$ cat src/rtl/seq_alu_pkg.sv
// Shared types and opcode helpers for the sequential ALU.
package seq_alu_pkg;

    typedef enum logic [3:0] {
        OP_AND = 4'b0000,
        OP_ADD = 4'b0001,
        OP_SUB = 4'b0010,
        OP_OR  = 4'b0011,
        OP_XOR = 4'b0100,
        OP_SHL = 4'b0101,
        OP_SHR = 4'b0110,
        OP_SRA = 4'b0111,
        OP_MUL = 4'b1000,
        OP_CMP = 4'b1001
    } op_t;

    typedef enum logic [1:0] {
        ST_IDLE = 2'b00,
        ST_BUSY = 2'b01,
        ST_DONE = 2'b10
    } state_t;

    typedef struct packed {
        logic n;
        logic z;
        logic c;
        logic v;
    } flags_t;

    localparam flags_t FLAGS_CLEAR = flags_t'(4'b0000);

    // Opcodes 1010..1111 are undefined.
    function automatic logic op_is_legal(input logic [3:0] op);
        return (op <= 4'b1001);
    endfunction

    function automatic logic op_is_shift(input logic [3:0] op);
        return (op == OP_SHL) || (op == OP_SHR) || (op == OP_SRA);
    endfunction

    function automatic logic op_is_mul(input logic [3:0] op);
        return (op == OP_MUL);
    endfunction

endpackage

$ cat src/rtl/seq_alu_if.sv
// Request/response bundle between the decode stage and the ALU.
interface seq_alu_if #(
    parameter int WIDTH = 8
);
    logic             in_valid;
    logic             in_ready;
    logic [WIDTH-1:0] a;
    logic [WIDTH-1:0] b;
    logic [3:0]       op;
    logic             ci;
    logic             out_valid;
    logic             out_ready;
    logic [WIDTH-1:0] result;
    logic             flag_n;
    logic             flag_z;
    logic             flag_c;
    logic             flag_v;
    logic             illegal;

    modport master (
        output in_valid, a, b, op, ci, out_ready,
        input  in_ready, out_valid, result, flag_n, flag_z, flag_c, flag_v, illegal
    );

    modport slave (
        input  in_valid, a, b, op, ci, out_ready,
        output in_ready, out_valid, result, flag_n, flag_z, flag_c, flag_v, illegal
    );
endinterface

$ cat src/rtl/seq_alu_comb.sv
// Single-cycle logic/arithmetic unit with N/Z/C/V generation.
// Also used with op=OR and b=0 as a pass-through to derive N/Z of a value.
module seq_alu_comb
    import seq_alu_pkg::*;
#(
    parameter int WIDTH = 8
) (
    input  logic [WIDTH-1:0] a,
    input  logic [WIDTH-1:0] b,
    input  op_t              op,
    input  logic             ci,
    output logic [WIDTH-1:0] res,
    output flags_t           flags
);

    logic [WIDTH:0]   sum_s;
    logic [WIDTH:0]   diff_s;
    logic [WIDTH-1:0] res_s;
    logic             c_s;
    logic             v_s;

    // Carry out of the top bit is the extra MSB; for subtraction it is "no borrow".
    assign sum_s  = {1'b0, a} + {1'b0, b} + {{WIDTH{1'b0}}, ci};
    assign diff_s = {1'b0, a} + {1'b0, ~b} + {{WIDTH{1'b0}}, 1'b1};

    // Select the operation result and its carry/overflow.
    always_comb begin
        res_s = {WIDTH{1'b0}};
        c_s   = 1'b0;
        v_s   = 1'b0;
        case (op)
            OP_AND: res_s = a & b;
            OP_OR:  res_s = a | b;
            OP_XOR: res_s = a ^ b;
            OP_ADD: begin
                res_s = sum_s[WIDTH-1:0];
                c_s   = sum_s[WIDTH];
                v_s   = (a[WIDTH-1] == b[WIDTH-1]) && (sum_s[WIDTH-1] != a[WIDTH-1]);
            end
            OP_SUB, OP_CMP: begin
                // CMP keeps the subtraction's C/V but passes a through as the result.
                if (op == OP_CMP) begin
                    res_s = a;
                end else begin
                    res_s = diff_s[WIDTH-1:0];
                end
                c_s = diff_s[WIDTH];
                v_s = (a[WIDTH-1] != b[WIDTH-1]) && (diff_s[WIDTH-1] != a[WIDTH-1]);
            end
            default: begin
                res_s = {WIDTH{1'b0}};
                c_s   = 1'b0;
                v_s   = 1'b0;
            end
        endcase
    end

    assign res   = res_s;
    assign flags = '{n: res_s[WIDTH-1], z: (res_s == {WIDTH{1'b0}}), c: c_s, v: v_s};

endmodule

$ cat src/rtl/seq_alu.sv
// Handshaked multi-cycle ALU: single-cycle ops via seq_alu_comb, bit-serial
// shifts and a bit-serial unsigned shift-add multiplier.
module seq_alu
    import seq_alu_pkg::*;
#(
    parameter int WIDTH = 8
) (
    input  logic     clk,
    input  logic     rst,
    seq_alu_if.slave bus
);

    localparam int SW = $clog2(WIDTH);
    localparam int CW = $clog2(WIDTH + 1);
    localparam logic [CW-1:0] CNT_ONE   = CW'(1);
    localparam logic [CW-1:0] MUL_STEPS = CW'(WIDTH);

    state_t             state_q, state_d;
    logic [WIDTH-1:0]   result_q, result_d;
    flags_t             flags_q, flags_d;
    logic               illegal_q, illegal_d;
    op_t                op_q, op_d;
    logic [WIDTH-1:0]   sh_q, sh_d;
    logic [CW-1:0]      cnt_q, cnt_d;
    logic [2*WIDTH-1:0] acc_q, acc_d;
    logic [2*WIDTH-1:0] mcand_q, mcand_d;
    logic [WIDTH-1:0]   mplier_q, mplier_d;

    logic               in_ready_s;
    logic               out_valid_s;
    logic               accept_s;
    logic               last_step_s;
    logic [SW-1:0]      shamt_s;
    logic [WIDTH-1:0]   sh_step_s;
    logic               sh_out_s;
    logic [2*WIDTH-1:0] acc_step_s;
    logic [WIDTH-1:0]   final_s;
    logic               mul_hi_nz_s;

    logic [WIDTH-1:0]   comb_a_s;
    logic [WIDTH-1:0]   comb_b_s;
    op_t                comb_op_s;
    logic               comb_ci_s;
    logic [WIDTH-1:0]   comb_res_s;
    flags_t             comb_flags_s;

    assign shamt_s     = bus.b[SW-1:0];
    assign accept_s    = bus.in_valid && in_ready_s;
    assign last_step_s = (state_q == ST_BUSY) && (cnt_q == CNT_ONE);

    // One serial step of the shifter and the multiplier.
    always_comb begin
        sh_step_s = sh_q;
        sh_out_s  = 1'b0;
        case (op_q)
            OP_SHL: begin
                sh_step_s = {sh_q[WIDTH-2:0], 1'b0};
                sh_out_s  = sh_q[WIDTH-1];
            end
            OP_SHR: begin
                sh_step_s = {1'b0, sh_q[WIDTH-1:1]};
                sh_out_s  = sh_q[0];
            end
            OP_SRA: begin
                sh_step_s = {sh_q[WIDTH-1], sh_q[WIDTH-1:1]};
                sh_out_s  = sh_q[0];
            end
            default: begin
                sh_step_s = sh_q;
                sh_out_s  = 1'b0;
            end
        endcase
        if (mplier_q[0]) begin
            acc_step_s = acc_q + mcand_q;
        end else begin
            acc_step_s = acc_q;
        end
    end

    assign final_s     = (op_q == OP_MUL) ? acc_step_s[WIDTH-1:0] : sh_step_s;
    assign mul_hi_nz_s = (acc_step_s[2*WIDTH-1:WIDTH] != {WIDTH{1'b0}});

    // Feed the combinational unit: live operands at acceptance, or the
    // serial result (passed through OR with zero) to derive its N/Z.
    always_comb begin
        comb_a_s  = bus.a;
        comb_b_s  = bus.b;
        comb_op_s = op_t'(bus.op);
        comb_ci_s = bus.ci;
        if (state_q == ST_BUSY) begin
            comb_a_s  = final_s;
            comb_b_s  = {WIDTH{1'b0}};
            comb_op_s = OP_OR;
            comb_ci_s = 1'b0;
        end else if (op_is_shift(bus.op) || op_is_mul(bus.op)) begin
            comb_a_s  = bus.a;
            comb_b_s  = {WIDTH{1'b0}};
            comb_op_s = OP_OR;
            comb_ci_s = 1'b0;
        end else begin
            comb_a_s  = bus.a;
            comb_b_s  = bus.b;
        end
    end

    seq_alu_comb #(.WIDTH(WIDTH)) u_comb (
        .a     (comb_a_s),
        .b     (comb_b_s),
        .op    (comb_op_s),
        .ci    (comb_ci_s),
        .res   (comb_res_s),
        .flags (comb_flags_s)
    );

    // FSM state register.
    always_ff @(posedge clk or posedge rst) begin
        if (rst) begin
            state_q <= ST_IDLE;
        end else begin
            state_q <= state_d;
        end
    end

    // FSM next-state logic.
    always_comb begin
        state_d = state_q;
        case (state_q)
            ST_IDLE: begin
                if (accept_s) begin
                    if (!op_is_legal(bus.op)) begin
                        state_d = ST_DONE;
                    end else if (op_is_mul(bus.op)) begin
                        state_d = ST_BUSY;
                    end else if (op_is_shift(bus.op) && (shamt_s != {SW{1'b0}})) begin
                        state_d = ST_BUSY;
                    end else begin
                        state_d = ST_DONE;
                    end
                end else begin
                    state_d = ST_IDLE;
                end
            end
            ST_BUSY: begin
                if (last_step_s) begin
                    state_d = ST_DONE;
                end else begin
                    state_d = ST_BUSY;
                end
            end
            ST_DONE: begin
                if (bus.out_ready) begin
                    state_d = ST_IDLE;
                end else begin
                    state_d = ST_DONE;
                end
            end
            default: state_d = ST_IDLE;
        endcase
    end

    // FSM output decode.
    always_comb begin
        in_ready_s  = 1'b0;
        out_valid_s = 1'b0;
        case (state_q)
            ST_IDLE: in_ready_s  = 1'b1;
            ST_DONE: out_valid_s = 1'b1;
            default: begin
                in_ready_s  = 1'b0;
                out_valid_s = 1'b0;
            end
        endcase
    end

    // Datapath: capture at acceptance, serial steps in BUSY, result on DONE entry.
    always_comb begin
        result_d  = result_q;
        flags_d   = flags_q;
        illegal_d = illegal_q;
        op_d      = op_q;
        sh_d      = sh_q;
        cnt_d     = cnt_q;
        acc_d     = acc_q;
        mcand_d   = mcand_q;
        mplier_d  = mplier_q;
        case (state_q)
            ST_IDLE: begin
                if (accept_s) begin
                    op_d = op_t'(bus.op);
                    if (!op_is_legal(bus.op)) begin
                        result_d  = {WIDTH{1'b0}};
                        flags_d   = FLAGS_CLEAR;
                        illegal_d = 1'b1;
                    end else if (op_is_shift(bus.op)) begin
                        sh_d  = bus.a;
                        cnt_d = CW'(shamt_s);
                        if (shamt_s == {SW{1'b0}}) begin
                            result_d  = bus.a;
                            flags_d   = '{n: comb_flags_s.n, z: comb_flags_s.z, c: 1'b0, v: 1'b0};
                            illegal_d = 1'b0;
                        end else begin
                            result_d = result_q;
                        end
                    end else if (op_is_mul(bus.op)) begin
                        acc_d    = {(2*WIDTH){1'b0}};
                        mcand_d  = {{WIDTH{1'b0}}, bus.a};
                        mplier_d = bus.b;
                        cnt_d    = MUL_STEPS;
                    end else begin
                        result_d  = comb_res_s;
                        flags_d   = comb_flags_s;
                        illegal_d = 1'b0;
                    end
                end else begin
                    op_d = op_q;
                end
            end
            ST_BUSY: begin
                cnt_d = cnt_q - CNT_ONE;
                if (op_q == OP_MUL) begin
                    acc_d    = acc_step_s;
                    mcand_d  = {mcand_q[2*WIDTH-2:0], 1'b0};
                    mplier_d = {1'b0, mplier_q[WIDTH-1:1]};
                end else begin
                    sh_d = sh_step_s;
                end
                if (last_step_s) begin
                    result_d  = final_s;
                    illegal_d = 1'b0;
                    if (op_q == OP_MUL) begin
                        flags_d = '{n: comb_flags_s.n, z: comb_flags_s.z, c: mul_hi_nz_s, v: mul_hi_nz_s};
                    end else begin
                        flags_d = '{n: comb_flags_s.n, z: comb_flags_s.z, c: sh_out_s, v: 1'b0};
                    end
                end else begin
                    result_d = result_q;
                end
            end
            default: begin
                result_d = result_q;
            end
        endcase
    end

    // Datapath registers.
    always_ff @(posedge clk or posedge rst) begin
        if (rst) begin
            result_q  <= {WIDTH{1'b0}};
            flags_q   <= FLAGS_CLEAR;
            illegal_q <= 1'b0;
            op_q      <= OP_AND;
            sh_q      <= {WIDTH{1'b0}};
            cnt_q     <= {CW{1'b0}};
            acc_q     <= {(2*WIDTH){1'b0}};
            mcand_q   <= {(2*WIDTH){1'b0}};
            mplier_q  <= {WIDTH{1'b0}};
        end else begin
            result_q  <= result_d;
            flags_q   <= flags_d;
            illegal_q <= illegal_d;
            op_q      <= op_d;
            sh_q      <= sh_d;
            cnt_q     <= cnt_d;
            acc_q     <= acc_d;
            mcand_q   <= mcand_d;
            mplier_q  <= mplier_d;
        end
    end

    assign bus.in_ready  = in_ready_s;
    assign bus.out_valid = out_valid_s;
    assign bus.result    = result_q;
    assign bus.flag_n    = flags_q.n;
    assign bus.flag_z    = flags_q.z;
    assign bus.flag_c    = flags_q.c;
    assign bus.flag_v    = flags_q.v;
    assign bus.illegal   = illegal_q;

endmodule

$ cat src/flat_wrapper.sv
// flat-port wrapper written by rule: the top's interface ports become plain ports
module seq_alu_flat import seq_alu_pkg::*;
#(
    parameter int WIDTH = 8
)
  (clk, rst, bus_in_valid, bus_a, bus_b, bus_op, bus_ci, bus_out_ready, bus_in_ready, bus_out_valid, bus_result, bus_flag_n, bus_flag_z, bus_flag_c, bus_flag_v, bus_illegal);
  seq_alu_if #(.WIDTH(WIDTH)) bus_i ();
  input  logic clk;
  input  logic rst;
  input wire logic [$bits(bus_i.in_valid)-1:0] bus_in_valid;
  input wire logic [$bits(bus_i.a)-1:0] bus_a;
  input wire logic [$bits(bus_i.b)-1:0] bus_b;
  input wire logic [$bits(bus_i.op)-1:0] bus_op;
  input wire logic [$bits(bus_i.ci)-1:0] bus_ci;
  input wire logic [$bits(bus_i.out_ready)-1:0] bus_out_ready;
  output wire logic [$bits(bus_i.in_ready)-1:0] bus_in_ready;
  output wire logic [$bits(bus_i.out_valid)-1:0] bus_out_valid;
  output wire logic [$bits(bus_i.result)-1:0] bus_result;
  output wire logic [$bits(bus_i.flag_n)-1:0] bus_flag_n;
  output wire logic [$bits(bus_i.flag_z)-1:0] bus_flag_z;
  output wire logic [$bits(bus_i.flag_c)-1:0] bus_flag_c;
  output wire logic [$bits(bus_i.flag_v)-1:0] bus_flag_v;
  output wire logic [$bits(bus_i.illegal)-1:0] bus_illegal;
  assign bus_i.in_valid = bus_in_valid;
  assign bus_i.a = bus_a;
  assign bus_i.b = bus_b;
  assign bus_i.op = bus_op;
  assign bus_i.ci = bus_ci;
  assign bus_i.out_ready = bus_out_ready;
  assign bus_in_ready = bus_i.in_ready;
  assign bus_out_valid = bus_i.out_valid;
  assign bus_result = bus_i.result;
  assign bus_flag_n = bus_i.flag_n;
  assign bus_flag_z = bus_i.flag_z;
  assign bus_flag_c = bus_i.flag_c;
  assign bus_flag_v = bus_i.flag_v;
  assign bus_illegal = bus_i.illegal;
  seq_alu #(.WIDTH(WIDTH)) u_core (.clk(clk), .rst(rst), .bus(bus_i));
endmodule
$ cat config.mk
export PLATFORM = sky130hd
export DESIGN_NAME = seq_alu_flat
export DESIGN_NICKNAME = d
export VERILOG_FILES = /design/src/rtl/seq_alu_pkg.sv /design/src/rtl/seq_alu_if.sv /design/src/rtl/seq_alu_comb.sv /design/src/rtl/seq_alu.sv /design/src/flat_wrapper.sv
export SDC_FILE = /design/constraint.sdc
export NUM_CORES = 1
export LEC_CHECK = 0
export BUFFER_PORTS_ARGS = -buffer_cell sky130_fd_sc_hd__buf_2
export CORE_MARGIN = 2
export CORE_UTILIZATION = 45
export DETAILED_ROUTE_END_ITERATION = 6
export GPL_TIMING_DRIVEN = 1
export PLACE_DENSITY = 0.61
export RECOVER_POWER = 25
export SETUP_SLACK_MARGIN = 0.1
export SKIP_LAST_GASP = 1
export SLEW_MARGIN = 25
export SYNTH_ARGS = -nofsm -noshare
export SYNTH_HDL_FRONTEND = slang
export SYNTH_SLANG_ARGS = --single-unit
$ cat constraint.sdc
create_clock -name clk -period 5.2 [get_ports clk]
set_clock_uncertainty 0.1 [all_clocks]
set_input_delay 1.04 -clock clk [delete_from_list [all_inputs] [get_ports clk]]
set_output_delay 1.04 -clock clk [all_outputs]
set_load 0.01 [all_outputs]
==> results of run 1 <==
## metal layers
| metal | vias to the layer above | GRT usage (%) | share of wire [%] |
|---|---|---|---|
| met3 | 31 | 4.990 | 6.9 |
| met4 | 0 | 6.175 | 1.9 |
| met2 | 246 | 41.39 | 46 |
| li1 | 2692 | - | - |
| met5 | - | 0 | 0 |
| met1 | 2785 | 38.55 | 45 |
## registers in the layout (all words and copies together), names as in the netlist
name / count
u_core.mplier_q: 8
u_core.bus.flag_c: 1
u_core.bus.illegal: 1
u_core.bus.flag_z: 1
u_core.bus.flag_v: 1
u_core.acc_q: 16
u_core.state_q: 2
u_core.op_q: 4
u_core.cnt_q: 4
u_core.bus.result: 8
u_core.mcand_q: 16
u_core.sh_q: 8
u_core.bus.flag_n: 1
## power by group
group          leakage, nW  total, mW  internal [mW]  switching, mW
sequential           0.878       1.04          0.791          0.252
combinational         1.90       2.46          0.968           1.49
clock                0.170      0.740          0.485          0.255
## path summary, 6_finish.rpt
kind	startpoint	cells after the start	slack, ps	endpoint
setup / recovery	u_core.op_q[1]$_DFFE_PP0P_	15	460	u_core.bus.flag_z$_DFFE_PP0P_
hold reg to reg	u_core.mplier_q[6]$_DFFE_PP0P_	2	380	u_core.mplier_q[5]$_DFFE_PP0P_
min in group asynchronous	rst	2	1100	u_core.mcand_q[2]$_DFFE_PP0P_
max in group asynchronous	rst	3	2730	u_core.mplier_q[6]$_DFFE_PP0P_
hold / removal	u_core.mplier_q[6]$_DFFE_PP0P_	2	380	u_core.mplier_q[5]$_DFFE_PP0P_
setup reg to reg	u_core.op_q[1]$_DFFE_PP0P_	15	460	u_core.bus.flag_z$_DFFE_PP0P_
## Yosys cell counts, types with 6 or more instances
cell type	count	share of area, %
sky130_fd_sc_hd__nor2b_1	11	1.2
sky130_fd_sc_hd__nor2_1	59	3.8
sky130_fd_sc_hd__o21a_1	8	1.0
sky130_fd_sc_hd__a22o_1	19	2.9
sky130_fd_sc_hd__xnor2_1	6	0.90
sky130_fd_sc_hd__a211oi_1	9	1.2
sky130_fd_sc_hd__o21ai_0	40	3.4
sky130_fd_sc_hd__o21ai_1	11	0.94
sky130_fd_sc_hd__inv_1	33	2.1
sky130_fd_sc_hd__and2_1	6	0.64
sky130_fd_sc_hd__nand2_1	108	7.0
sky130_fd_sc_hd__o211ai_1	21	2.7
sky130_fd_sc_hd__nand2b_1	19	2.0
sky130_fd_sc_hd__nor3_1	14	1.2
sky130_fd_sc_hd__a31oi_1	13	1.4
sky130_fd_sc_hd__dfrtp_1	71	30
sky130_fd_sc_hd__clkbuf_1	27	1.7
sky130_fd_sc_hd__a221oi_1	6	0.90
sky130_fd_sc_hd__nand3_1	19	1.6
sky130_fd_sc_hd__a22oi_1	19	2.4
sky130_fd_sc_hd__ha_1	41	8.8
sky130_fd_sc_hd__a21oi_1	44	3.8
sky130_fd_sc_hd__or2_2	6	0.64
## final cells by class
class | count | area, um^2 | share of cell area (%)
Clock buffer | 10 | 239.0 | 3.643
Clock inverter | 6 | 115.1 | 1.755
Inverter | 34 | 128.9 | 1.965
Multi-Input combinational cell | 578 | 3794 | 57.83
Sequential cell | 71 | 1777 | 27.08
Tap cell | 172 | 215.2 | 3.281
Timing Repair Buffer | 52 | 291.5 | 4.444
## worst register-to-register path, delay by kind of cell (launching register included)
| family | cells | cell delay, ps |
|---|---|---|
| adder cells (fa/ha/maj) | 2 | 880 |
| flip-flops | 1 | 540 |
| AND/OR/NAND/NOR | 6 | 1750 |
| multiplexers | 1 | 260 |
| AO/OA/AOI/OAI | 6 | 1130 |
## cells in the final DEF, fill, tap and decap left out, types with 4 or more instances in the layout
cell type and n:
sky130_fd_sc_hd__a221oi_1 6, sky130_fd_sc_hd__a31oi_1 13, sky130_fd_sc_hd__a21o_1 5, sky130_fd_sc_hd__nand2_1 108
sky130_fd_sc_hd__xor2_1 4, sky130_fd_sc_hd__nand3_1 19, sky130_fd_sc_hd__mux2i_1 4, sky130_fd_sc_hd__o22ai_1 5
sky130_fd_sc_hd__or2_2 6, sky130_fd_sc_hd__o31ai_1 4, sky130_fd_sc_hd__inv_1 32, sky130_fd_sc_hd__a22o_1 19
sky130_fd_sc_hd__clkbuf_16 9, sky130_fd_sc_hd__and2_1 5, sky130_fd_sc_hd__or3_1 4, sky130_fd_sc_hd__dfrtp_1 71
sky130_fd_sc_hd__ha_1 41, sky130_fd_sc_hd__nor3_1 14, sky130_fd_sc_hd__xnor2_1 6, sky130_fd_sc_hd__nor2b_1 11
sky130_fd_sc_hd__a21oi_1 44, sky130_fd_sc_hd__o21ai_0 40, sky130_fd_sc_hd__fa_1 4, sky130_fd_sc_hd__o2111ai_1 5
sky130_fd_sc_hd__nand4b_1 4, sky130_fd_sc_hd__and3_1 4, sky130_fd_sc_hd__buf_2 38, sky130_fd_sc_hd__a221o_1 4
sky130_fd_sc_hd__buf_4 13, sky130_fd_sc_hd__nor2_1 58, sky130_fd_sc_hd__nand4_1 5, sky130_fd_sc_hd__o21ai_1 11
sky130_fd_sc_hd__mux2_2 5, sky130_fd_sc_hd__a22oi_1 19, sky130_fd_sc_hd__a211oi_1 8, sky130_fd_sc_hd__o21a_1 8
sky130_fd_sc_hd__nand2b_1 19, sky130_fd_sc_hd__o211ai_1 21
## cell families (layout without fill, tap and decap cells)
family                     after synthesis  in the layout  synth area share (%)
AOI/OAI and AO/OA                      241            241                 29.11
xor gates and xnor gates                10             10                 1.503
adders and majority gates               46             46                 10.37
buffers and inverters                   69            102                 4.680
DFF                                     71             71                 30.49
muxes                                   10             10                 1.846
and+or+nand+nor                        271            271                 22.01
==> out/summary.md, run 1 <==
In the synthesized netlist the dominant register cell turns out to be sky130_fd_sc_hd__dfrtp_1. The power density over cell area came out at 647.2 mW/mm^2. The filler cells instantiated in the layout total 1,244.

The number of ports placed on the die boundary came out at 40. Headroom to the max-slew limit came out at -32.50%. For this run, the register share of the synthesized area comes to 30.49%.

The number of buffers and inverters on the critical path is 0, and the total instance count after detailed placement is 907. The logs give 558 for the number of design-rule violations left by the first detailed-router iteration and 340 ps for the worst-skew pair later-pin latency. The largest driver fanout on the critical path is 15. IR analysis of the VDD net gives a maximum drop of 0.3153 mV. Path class of the lowest-slack min-delay path: register to register.

For the final routed database, the setup TNS stands at 0 ps. Entering global routing, the biggest net connects 45 pins. For the total via count in the routed design, the log shows 5,754. The number of sinks handled by clock tree synthesis is 71.

On the worst path, the slowest cell contributes a delay of 540 ps. TritonCTS built the clock tree. The count of final hold-check violations came out at 0. The total track usage came out at 26.68%. The run gives 4910 ps as the arrival time at the worst endpoint. On the critical path the largest part of the delay comes from simple AND/OR/NAND/NOR gates.

Dividing the synthesized area by the synthesized cell count gives 8.117 um^2. After clock tree synthesis, the clock-pin slew on the worst setup and hold paths is 60 ps. Static timing analysis puts the maximum clock frequency at 0.2108 GHz. After global routing the overflow that remains totals 0.

The number of gates resized after CTS was 0. The leakage component of the power is 2.952 nW. Measured along the y axis, the die boundary spans 117.8 um.

The congestion estimate from routability-driven global placement came to 0.9413. The smallest hold slack was 377.8 ps; the initial standard-cell utilization of the core was 46.18%. After synthesis the cells add up to 0.005828 mm^2. The first global-routing pass estimated 29,390 um of wire. The number of antenna violations at the first check in global routing came out at 0. The die is 117.8 um wide.

After the last flow step, the layout net total stands at 816. STA classifies the critical path startpoint as a register. The flow ran to the end, but the final reports show violations.

Detailed placement ended at an HPWL of 13,800 um. After detailed routing, the average wire length per cell comes to 20.04 um. The H-tree generated during clock tree synthesis spans 3 levels. The number of antenna diodes in the final layout is 0. The post-synthesis net count is 788. Subtracting the final worst setup slack from the clock period gives 4744 ps.

The signal on the critical path passes through nor2_1 > nand2_1 > or2_2 > a211oi_1 > a211oi_1 > nand2b_1 > fa_1 > fa_1 > mux2_2 > a22oi_1 > o22ai_1 > nor3_1 > o2111ai_1 > or4_1 > o21ai_1. The run gives 18,490 um as the aggregate routed wire length. The critical path is of the register to register type.

Post-synthesis register bit count: 71. The largest individual stage delay along the critical path comes from the cell sky130_fd_sc_hd__dfrtp_1. The detail route stage leaves a number of antenna-violating nets equal to 0. The filler-free cell count of the finished design is 923. Data on the critical path is required at its endpoint by 5370 ps. The checks that failed: capacitance limit, slew limit. The tools report the max-capacitance violation count as 1.

Counting distinct cell types in the post-synthesis netlist gives 68. Summing internal, switching and leakage power gives 4.245 mW. The run gives 5,317 as the via count of the first global-routing pass. Setup repair after global routing left no endpoint under its margin. Measured on the finished design, the core utilization comes to 51.98%. Count of TritonRoute iterations in the first routing pass: 6. In the final layout, the share of cells above drive strength 1 is 12.65%. In this run, synthesis inferred 0 flip-flops with an integrated enable. The slew of the pin with the lowest slew margin was 1977 ps. Synthesis handed over a netlist of 718 instances.

The placement row count was 41; the pre-CTS worst setup slack was 258.3 ps. The worst setup path is captured at a register. The core region is 0.01262 mm^2. From synthesis to final layout, the design area changed by 12.56%.

The via density per instance was 6.234. The die covers 0.01388 mm^2. Number of buffer cells added on primary ports: 39. The tools report the hold-fix buffer count after cts as 0. In the routed design, unresolved DRC markers number 0. The minimum setup slack in the final design is 456.4 ps, and the number of buffers inserted to repair setup after CTS is 0. The run gives 43 as the final-report max-slew violation count. Counting the buffers created by CTS gives 9. In the synthesized netlist the async set-or-reset flop fraction comes to 100.0%.

After detailed placement, the total cell area comes to 0.006201 mm^2. The Yosys step of the flow raised 0 warnings. The ratio of final minimum period to clock period came out at 91.22%. The finished cells cover 0.006560 mm^2. The tree is rooted in a sky130_fd_sc_hd__clkbuf_16. Setup violations remaining at the end of the flow were counted as 0. The longest clock path from root to sink contains 2 buffers.
No activity file was read; power rests on OpenSTA's default activity.
==> run 2: changes to the inputs <==
ABC_AREA = 1   (was not set)
==> run 2 against run 1 <==
  * Flip-flop and latch count unchanged
  * First-iteration DRC count decreased by 1.8%
  * Die area increased by 4.5%
  * Setup slack improved by 650 ps
  * Critical endpoint unchanged
  * Power decreased by 12%
  * Global-route usage decreased by 1.0 points
  * Routed wire length decreased by 5.2%
  * Maximum frequency increased by 16%
  * The run still ends with capacitance limit, slew limit left
  * Largest cell class unchanged
==> out/summary.md, run 2 <==
The flow ran to the end, but the final reports show violations. The checks that failed: capacitance limit, slew limit. The clock period could shrink to 4096 ps.

The logs give 5370 ps for the data required time of the worst path and 1,026 for the number of nets in the layout. The logs give 0.006773 mm^2 for the final cell area excluding filler cells and 40 for the number of ports placed on the die boundary. The core region is 0.01324 mm^2. The final total negative setup slack was 0 ps.

In this run the clock root is driven by a sky130_fd_sc_hd__clkbuf_16. The wire length the detailed router placed on met1 is 8719 um. The tools report the pin count of the biggest net entering global routing as 40. The placed wire-length estimate after detailed placement is 13,730 um, and the mean instance size in the synthesized netlist is 6.608 um^2.

Before CTS, the worst setup slack after placement is 811.6 ps. The via count of the first global-routing pass was 5,804; the sequential standard cell area was 0.001777 mm^2. STA classifies the critical path startpoint as a register. The total clock buffers created by CTS came out at 9.

The critical path starts at u_core.mcand_q[0]$_DFFE_PP0P_. The aggregate routed wire length came out at 17,540 um. The worst-skew pair later-pin latency is 340 ps, and the clock slew seen by the registers of the worst setup and hold paths is 60 ps.

TritonCTS built the clock tree. The top layer used by detailed routing was met4. The total area of multi-input combinational cells is 0.003661 mm^2, and the count of flip-flops with a built-in enable after synthesis is 0.

The leakage component of the power was 3.537 nW. Sum of met2 wire segment lengths after detailed routing: 7911 um. The first TritonRoute pass finished after 5 iterations. For this run, design rule violations remaining after detail routing come to 0. The final route contains 5,972 vias. In this run the deepest clock path goes through 2 buffers.

The share of synthesized area in the top cell type comes to 29.13%. The initial utilization of the core area, before any placement, comes to 46.06%. The arrival time at the worst endpoint is 4270 ps. Across the VDD grid, the largest voltage drop is 0.2459 mV. The unique cell type count in the Yosys netlist came out at 49. The class of the most critical setup path was register to register. The run gives 0 as the yosys synthesis warning count. Among all cell types in the netlist, the one instantiated most often is sky130_fd_sc_hd__nand2_1.

The cell count after synthesis came out at 923. The post-detailed-placement cell area is 0.006449 mm^2. The most used flip-flop cell after synthesis is sky130_fd_sc_hd__dfrtp_1. For the number of fill cells, the log shows 1,395.

In the finished design, the share of the clock period the worst path needs comes to 78.78%. Derived from the worst setup path, the maximum achievable clock frequency is 0.2441 GHz. Measured against its own limit, the worst slew margin works out to -3.242%. In the final routed layout, each cell accounts on average for 15.42 um. The total length of routed met3 wires was 662 um. The overall die height is 120.4 um, and the final-report max-slew violation count is 40. At the end of routability-driven placement, the weighted congestion stood at 0.9392.

The startpoint identified for the worst register-to-register timing path is u_core.mcand_q[0]$_DFFE_PP0P_. The floorplan step defined a die boundary enclosing 0.01450 mm^2. Input and output buffers added on the ports amount to 39. The run gives 42 as the placement row count.

Leaving out fill and tap cells, the most frequent cell in the layout is sky130_fd_sc_hd__nand2_1. The biggest area contributor in the post-synthesis netlist is sky130_fd_sc_hd__dfrtp_1. Kind of end point of the critical path: a register. The largest registers in the layout are u_core.acc_q (16), u_core.mcand_q (16). The detailed router finished its first iteration with 548 violations.

The count of final hold-check violations came out at 0. The number of buffers inserted to repair setup after CTS was 0. For the number of antenna violations at the first check in global routing, the log shows 0. After synthesis, the most frequently instantiated cells are sky130_fd_sc_hd__nand2_1 (251), sky130_fd_sc_hd__inv_1 (128), sky130_fd_sc_hd__nor2_1 (88), sky130_fd_sc_hd__dfrtp_1 (71), sky130_fd_sc_hd__nand3_1 (70). The max-capacitance violation count is 1. Relative to the synthesized area, the layout overhead comes to 11.04%. The slew of the pin with the lowest slew margin came out at 1547 ps. The post-synthesis register bit count came out at 71. The top cell types in the final layout, fill and taps aside, are sky130_fd_sc_hd__nand2_1 (251), sky130_fd_sc_hd__inv_1 (128), sky130_fd_sc_hd__nor2_1 (88), sky130_fd_sc_hd__dfrtp_1 (71), sky130_fd_sc_hd__nand3_1 (70). Across every metal layer, demand over resource in global routing totals 25.64%.

In this run the horizontal extent of the chip is 120.4 um. The via density per instance works out to 5.252. In this run the cell area of the synthesized design comes to 0.006100 mm^2. In this run the worst path has a maximum fanout of 10. Counting every net in the synthesized netlist gives 993. The logs give 0 for the antenna cell count and 0 for the hold-fix buffer count after cts.

Setup violations remaining at the end of the flow were counted as 0. The fraction of layout cells with a size suffix above 1 came out at 10.93%. Ranked by total cell area, the synthesized netlist is headed by sky130_fd_sc_hd__dfrtp_1 (29%), sky130_fd_sc_hd__nand2_1 (15%), sky130_fd_sc_hd__ha_1 (8.4%), sky130_fd_sc_hd__inv_1 (7.9%), sky130_fd_sc_hd__nand3_1 (5.7%). In this run, post-CTS repair resized a total of 0 instances.

The minimum setup slack in the final design is 1104 ps. In this run the worst hold path is classified as register to register. Setup repair after global routing left no endpoint under its margin.

The source of the worst hold timing path is u_core.mplier_q[7]$_DFFE_PP0P_. The run gives 0 as the count of nets left with antenna violations after detail routing. For this design the ratio of total power to cell area is 551.8 mW/mm^2. The clock drives 71 sinks. The tools report the global-route congestion overflow total as 0. The run gives 29.13% as the fraction of the yosys area taken by sequential cells. Post-synthesis async set-or-reset flop share: 100.0%.

The maximum level of the CTS H-tree came out at 3. The wire length of the first global-routing pass was 29,480 um.
-- run 2: power by group --
group          total [mW]  internal, mW  switching, mW
combinational        2.09         0.694           1.39
clock               0.678         0.433          0.244
sequential          0.971         0.781          0.190
total                3.74          1.91           1.83
-- run 2: final cells by class --
cell class	count	area share (%)
clock buffer	11	3.584
clock inverter	5	1.201
inverter	146	8.129
multi-input combinational	683	54.05
sequential	71	26.23
tap	176	3.251
timing repair buffer	45	3.547
-- run 2: logic make-up after synthesis --
group                      synth area share, %
and+or+nand+nor                          33.48
buffers and inverters                    10.85
AOI/OAI and AO/OA                        15.82
DFF                                      29.13
adders and majority gates                9.723
xor gates and xnor gates                 1.005
-- run 2: stage by stage --
stage	hold slack [ps]	util, %	std cells	total power, mW
after global placement	375.4	48.70	1121	3.040
after CTS	391.6	51.14	1137	3.734
after detailed placement	376.8	48.70	1121	3.041
after global routing	412.8	51.14	1137	4.089
after floorplan	353.4	-	923	2.487
final	387.3	51.14	1137	3.737
-- run 2: final timing paths --
check | cells after the start | slack (ps) | end
max in group asynchronous | 3 | 2740 | u_core.acc_q[11]$_DFFE_PP0P_
setup reg to reg | 20 | 1100 | u_core.bus.flag_z$_DFFE_PP0P_
setup / recovery | 20 | 1100 | u_core.bus.flag_z$_DFFE_PP0P_
hold / removal | 2 | 390 | u_core.mplier_q[7]$_DFFE_PP0P_
hold reg to reg | 2 | 390 | u_core.mplier_q[7]$_DFFE_PP0P_
min in group asynchronous | 2 | 1060 | u_core.sh_q[0]$_DFFE_PP0P_
-- run 2: per-layer routing --
metal,up-vias,global-route usage [%]
li1,3057,-
met1,2768,37.41
met2,128,40.47
met3,19,2.594
met4,0,7.122
met5,-,0
-- run 2: critical path, cell delays in order (launching register included) --
cell	delay, ps
sky130_fd_sc_hd__dfrtp_1	370
sky130_fd_sc_hd__ha_1	170
sky130_fd_sc_hd__inv_1	60
sky130_fd_sc_hd__fa_1	480
sky130_fd_sc_hd__nor2_1	130
sky130_fd_sc_hd__nor2_1	80
sky130_fd_sc_hd__nand2_1	60
sky130_fd_sc_hd__nand2_1	40
sky130_fd_sc_hd__o21ai_0	360
sky130_fd_sc_hd__nand3_1	320
sky130_fd_sc_hd__ha_1	490
sky130_fd_sc_hd__nor2_1	220
sky130_fd_sc_hd__inv_1	60
sky130_fd_sc_hd__o211ai_1	200
sky130_fd_sc_hd__xor2_1	170
sky130_fd_sc_hd__nor2_1	60
sky130_fd_sc_hd__nor3_1	310
sky130_fd_sc_hd__nand2_1	90
sky130_fd_sc_hd__nor2_1	120
sky130_fd_sc_hd__nand3_1	70
sky130_fd_sc_hd__nand2_1	60
==> run 3: changes to the inputs <==
ABC_AREA = 0   (was 1)
clock period = 4.05 ns   (was 5.2 ns; I/O delays follow)
==> run 3 against run 2 <==
  * The flow still finishes with violations (capacitance limit, slew limit)
  * Design area rose by 9.0%
  * Flip-flop and latch count stayed put
  * Sequential share of layout area is 2.2 points lower
  * Die area decreased by 4.3%
  * Critical endpoint unchanged
  * Highest routed layer unchanged
==> out/summary.md, run 3 (synthesis gave the netlist of run 1 again) <==
The flow ran to the end, but the final reports show violations. The checks that failed: capacitance limit, slew limit. The largest driver fanout on the critical path was 2; the number of buffers and inverters on the critical path was 3. Among cell families on the critical path, the largest total delay comes from simple AND/OR/NAND/NOR gates.

Data on the critical path arrives at its endpoint at 4100 ps. The count of final setup violators is 0. The final cell area excluding filler cells is 0.007385 mm^2, and the count of TritonRoute iterations in the first routing pass is 6. The logs give 995 for the filler-free cell count of the finished design and 5,778 for the via count of the first global-routing pass. For the max-capacitance violation count, the log shows 1. The path class of the tightest hold or removal check is register to register. The endpoint of the worst setup timing path was u_core.bus.flag_z$_DFFE_PP0P_. The die is 117.8 um tall. The run gives 0 as the DRC violation count after routing.

The repair_antennas step left the layout with diodes totalling 0. The detailed router placed 6,128 vias in this run. The count of final hold-check violations was 0.

Critical register-to-register path endpoint: u_core.bus.flag_z$_DFFE_PP0P_. Subtracting the final worst setup slack from the clock period gives 3933 ps. The analysis attributes to cell leakage a power of 3.348 nW.

The run gives 19,460 um as the aggregate routed wire length. Once routing completed, OpenROAD measured the worst setup slack at 116.8 ps. For this design the ratio of total power to cell area is 846.9 mW/mm^2. On the worst path, the slowest cell contributes a delay of 480 ps. The slew of the pin with the lowest slew margin came out at 1542 ps.

For the maximum level of the CTS H-tree, the log shows 3. The worst setup path is of the register to register kind. The via density per instance came out at 6.159. The region available for standard cell placement spans 0.01262 mm^2.

The logs give 888 for the number of nets in the layout and 46.18% for the initial standard-cell utilization of the core. In this run the remaining antenna-violating nets after routing total 0. After global routing the overflow that remains totals 0.

The peak clock frequency supported by timing is 0.2542 GHz, and the final weighted congestion of routability-driven global placement is 0.9926. Traced cell by cell, the critical path runs through ha_4 > inv_2 > fa_2 > buf_4 > xor2_1 > nor2_1 > a21oi_2 > nand2_1 > nand3_2 > nand2_2 > ha_1 > nor2b_1 > o21a_1 > o211ai_1 > buf_4 > a21oi_1 > nor3_2 > nand3_1 > or4_1 > o21ai_1. Standard cell with the maximum stage delay on the critical path: sky130_fd_sc_hd__or4_1. The tools report the maximum VDD drop as 0.4247 mV. The logs give 30,670 um for the wire length of the first global-routing pass and 740 for the number of design-rule violations left by the first detailed-router iteration. Depth of the critical timing path with buffers and inverters included: 20.

In this run the tightest slew margin relative to its limit is -2.772%. Setup repair after global routing could not meet its margin everywhere. For the final routed database, the setup TNS stands at 0 ps. Hold-fix buffer count after cts: 0. In the final routed layout, each cell accounts on average for 19.56 um. The ratio of final minimum period to clock period works out to 97.12%. The cell at the root of the clock tree was sky130_fd_sc_hd__clkbuf_16. The largest registers in the layout are u_core.acc_q (16), u_core.mcand_q (16). Summing all placed instances gives a cell area of 0.006701 mm^2.

From left edge to right edge, the die measures 117.8 um. The total track usage was 27.76%. The tools report the total instance count after detailed placement as 967. STA classifies the critical path endpoint as a register. From synthesis to final layout, the design area changed by 26.71%. The final-report max-slew violation count came out at 27.

On the final layout, the worst hold slack is 370.0 ps. Counting along the longest clock path gives a buffer depth of 2. The number of antenna violations at the first check in global routing was 0. TritonCTS built the clock tree.

The tools report the data required time of the worst path as 4220 ps. The tools report the element type at the critical path start as a register. The number of cell instances on the worst register-to-register path is 20, and the number of ports placed on the die boundary is 40.

The critical path's most frequent cell was sky130_fd_sc_hd__buf_4. Leaving out fill and tap cells, the most frequent cells in the layout are sky130_fd_sc_hd__nand2_1 (103), sky130_fd_sc_hd__buf_4 (81), sky130_fd_sc_hd__dfrtp_1 (71), sky130_fd_sc_hd__nor2_1 (56), sky130_fd_sc_hd__a21oi_1 (42). The fraction of layout cells with a size suffix above 1 works out to 26.61%. For the pre-CTS worst setup slack, the log shows -148.2 ps.

The most critical setup path has its startpoint at u_core.mcand_q[0]$_DFFE_PP0P_. For this design, the sink count on the clock tree is 71. Leaving out fill and tap cells, the most frequent cell in the layout is sky130_fd_sc_hd__nand2_1. Entering global routing, the biggest net connects 30 pins. The startpoint of the worst-slack reg-to-reg timing path was u_core.mcand_q[0]$_DFFE_PP0P_. Across all register-to-register paths, the minimum setup slack is 120 ps. The clock slew seen by the registers of the worst setup and hold paths is 60 ps, and the placement row count is 41. The total clock buffers created by CTS came out at 9. At the later pin of the worst-skew pair, clock insertion delay measures 340 ps.

Detailed placement finished with a half-perimeter wire length of 14,550 um. The number of buffer cells added on primary ports was 39; the die outline area was 0.01388 mm^2.
## run 3: cell types whose count changed in the layout (fill, tap and decap cells not counted), sizes merged, moves of 14 or more
| cell | previous run | this run |
|---|---|---|
| a21oi | 59 | 45 |
| a22o | 0 | 19 |
| a22oi | 0 | 19 |
| buf | 45 | 122 |
| inv | 143 | 35 |
| nand2 | 263 | 108 |
| nand2b | 0 | 19 |
| nand3 | 72 | 19 |
| nor2 | 98 | 59 |
## run 3: through the flow
stage	power, mW	util [%]
after floorplan	3.619	-
after global placement	4.802	53.10
after detailed placement	4.864	53.10
after CTS	5.849	56.25
after global routing	6.712	58.52
final	6.254	58.52
## run 3: how the worst min path moves through the flow
stage | depth (start not counted) | startpoint | end
after global placement | 2 | u_core.mplier_q[6]$_DFFE_PP0P_ | u_core.mplier_q[5]$_DFFE_PP0P_
after global routing | 2 | u_core.mplier_q[2]$_DFFE_PP0P_ | u_core.mplier_q[1]$_DFFE_PP0P_
after CTS | 2 | rst | u_core.bus.result[1]$_DFFE_PP0P_
after floorplan | 2 | u_core.mplier_q[7]$_DFFE_PP0P_ | u_core.mplier_q[6]$_DFFE_PP0P_
after detailed placement | 2 | u_core.mplier_q[7]$_DFFE_PP0P_ | u_core.mplier_q[6]$_DFFE_PP0P_
final | 2 | u_core.mplier_q[7]$_DFFE_PP0P_ | u_core.mplier_q[6]$_DFFE_PP0P_
## run 3: timing repair
action | 4_1_cts | 5_1_grt
pin swaps | 15 | 24
resized for setup | 18 | 48
buffers inserted | 5 | 7
setup endpoints to repair | 5 | 9
## run 3: cell type report
class                           count  area (um^2)
Timing Repair Buffer              124        842.1
Tap cell                          172        215.2
Clock inverter                      6        67.56
Sequential cell                    71         1777
Multi-Input combinational cell    578         4114
Clock buffer                       10        239.0
Inverter                           34        130.1
Fill cell                        1154         5235
## run 3: worst register-to-register path, cell delays in order (launching register included)
cell	delay (ps)
sky130_fd_sc_hd__dfrtp_1	390
sky130_fd_sc_hd__ha_4	150
sky130_fd_sc_hd__inv_2	30
sky130_fd_sc_hd__fa_2	340
sky130_fd_sc_hd__buf_4	150
sky130_fd_sc_hd__xor2_1	140
sky130_fd_sc_hd__nor2_1	80
sky130_fd_sc_hd__a21oi_2	150
sky130_fd_sc_hd__nand2_1	120
sky130_fd_sc_hd__nand3_2	110
sky130_fd_sc_hd__nand2_2	80
sky130_fd_sc_hd__ha_1	310
sky130_fd_sc_hd__nor2b_1	140
sky130_fd_sc_hd__o21a_1	180
sky130_fd_sc_hd__o211ai_1	230
sky130_fd_sc_hd__buf_4	160
sky130_fd_sc_hd__a21oi_1	60
sky130_fd_sc_hd__nor3_2	230
sky130_fd_sc_hd__nand3_1	120
sky130_fd_sc_hd__or4_1	480
sky130_fd_sc_hd__o21ai_1	120
## run 3: where the power goes
group / switching (mW) / internal, mW
logic: 2.29 / 1.84
clock network: 0.335 / 0.496
registers: 0.277 / 1.02
total: 2.90 / 3.35
## run 3: metal layers
layer,vias up,share of wire (%),track usage [%]
li1,2833,-,-
met1,2903,43,38.25
met2,322,44,42.70
met3,70,8.9,6.395
met4,0,3.6,9.940
met5,-,0,0
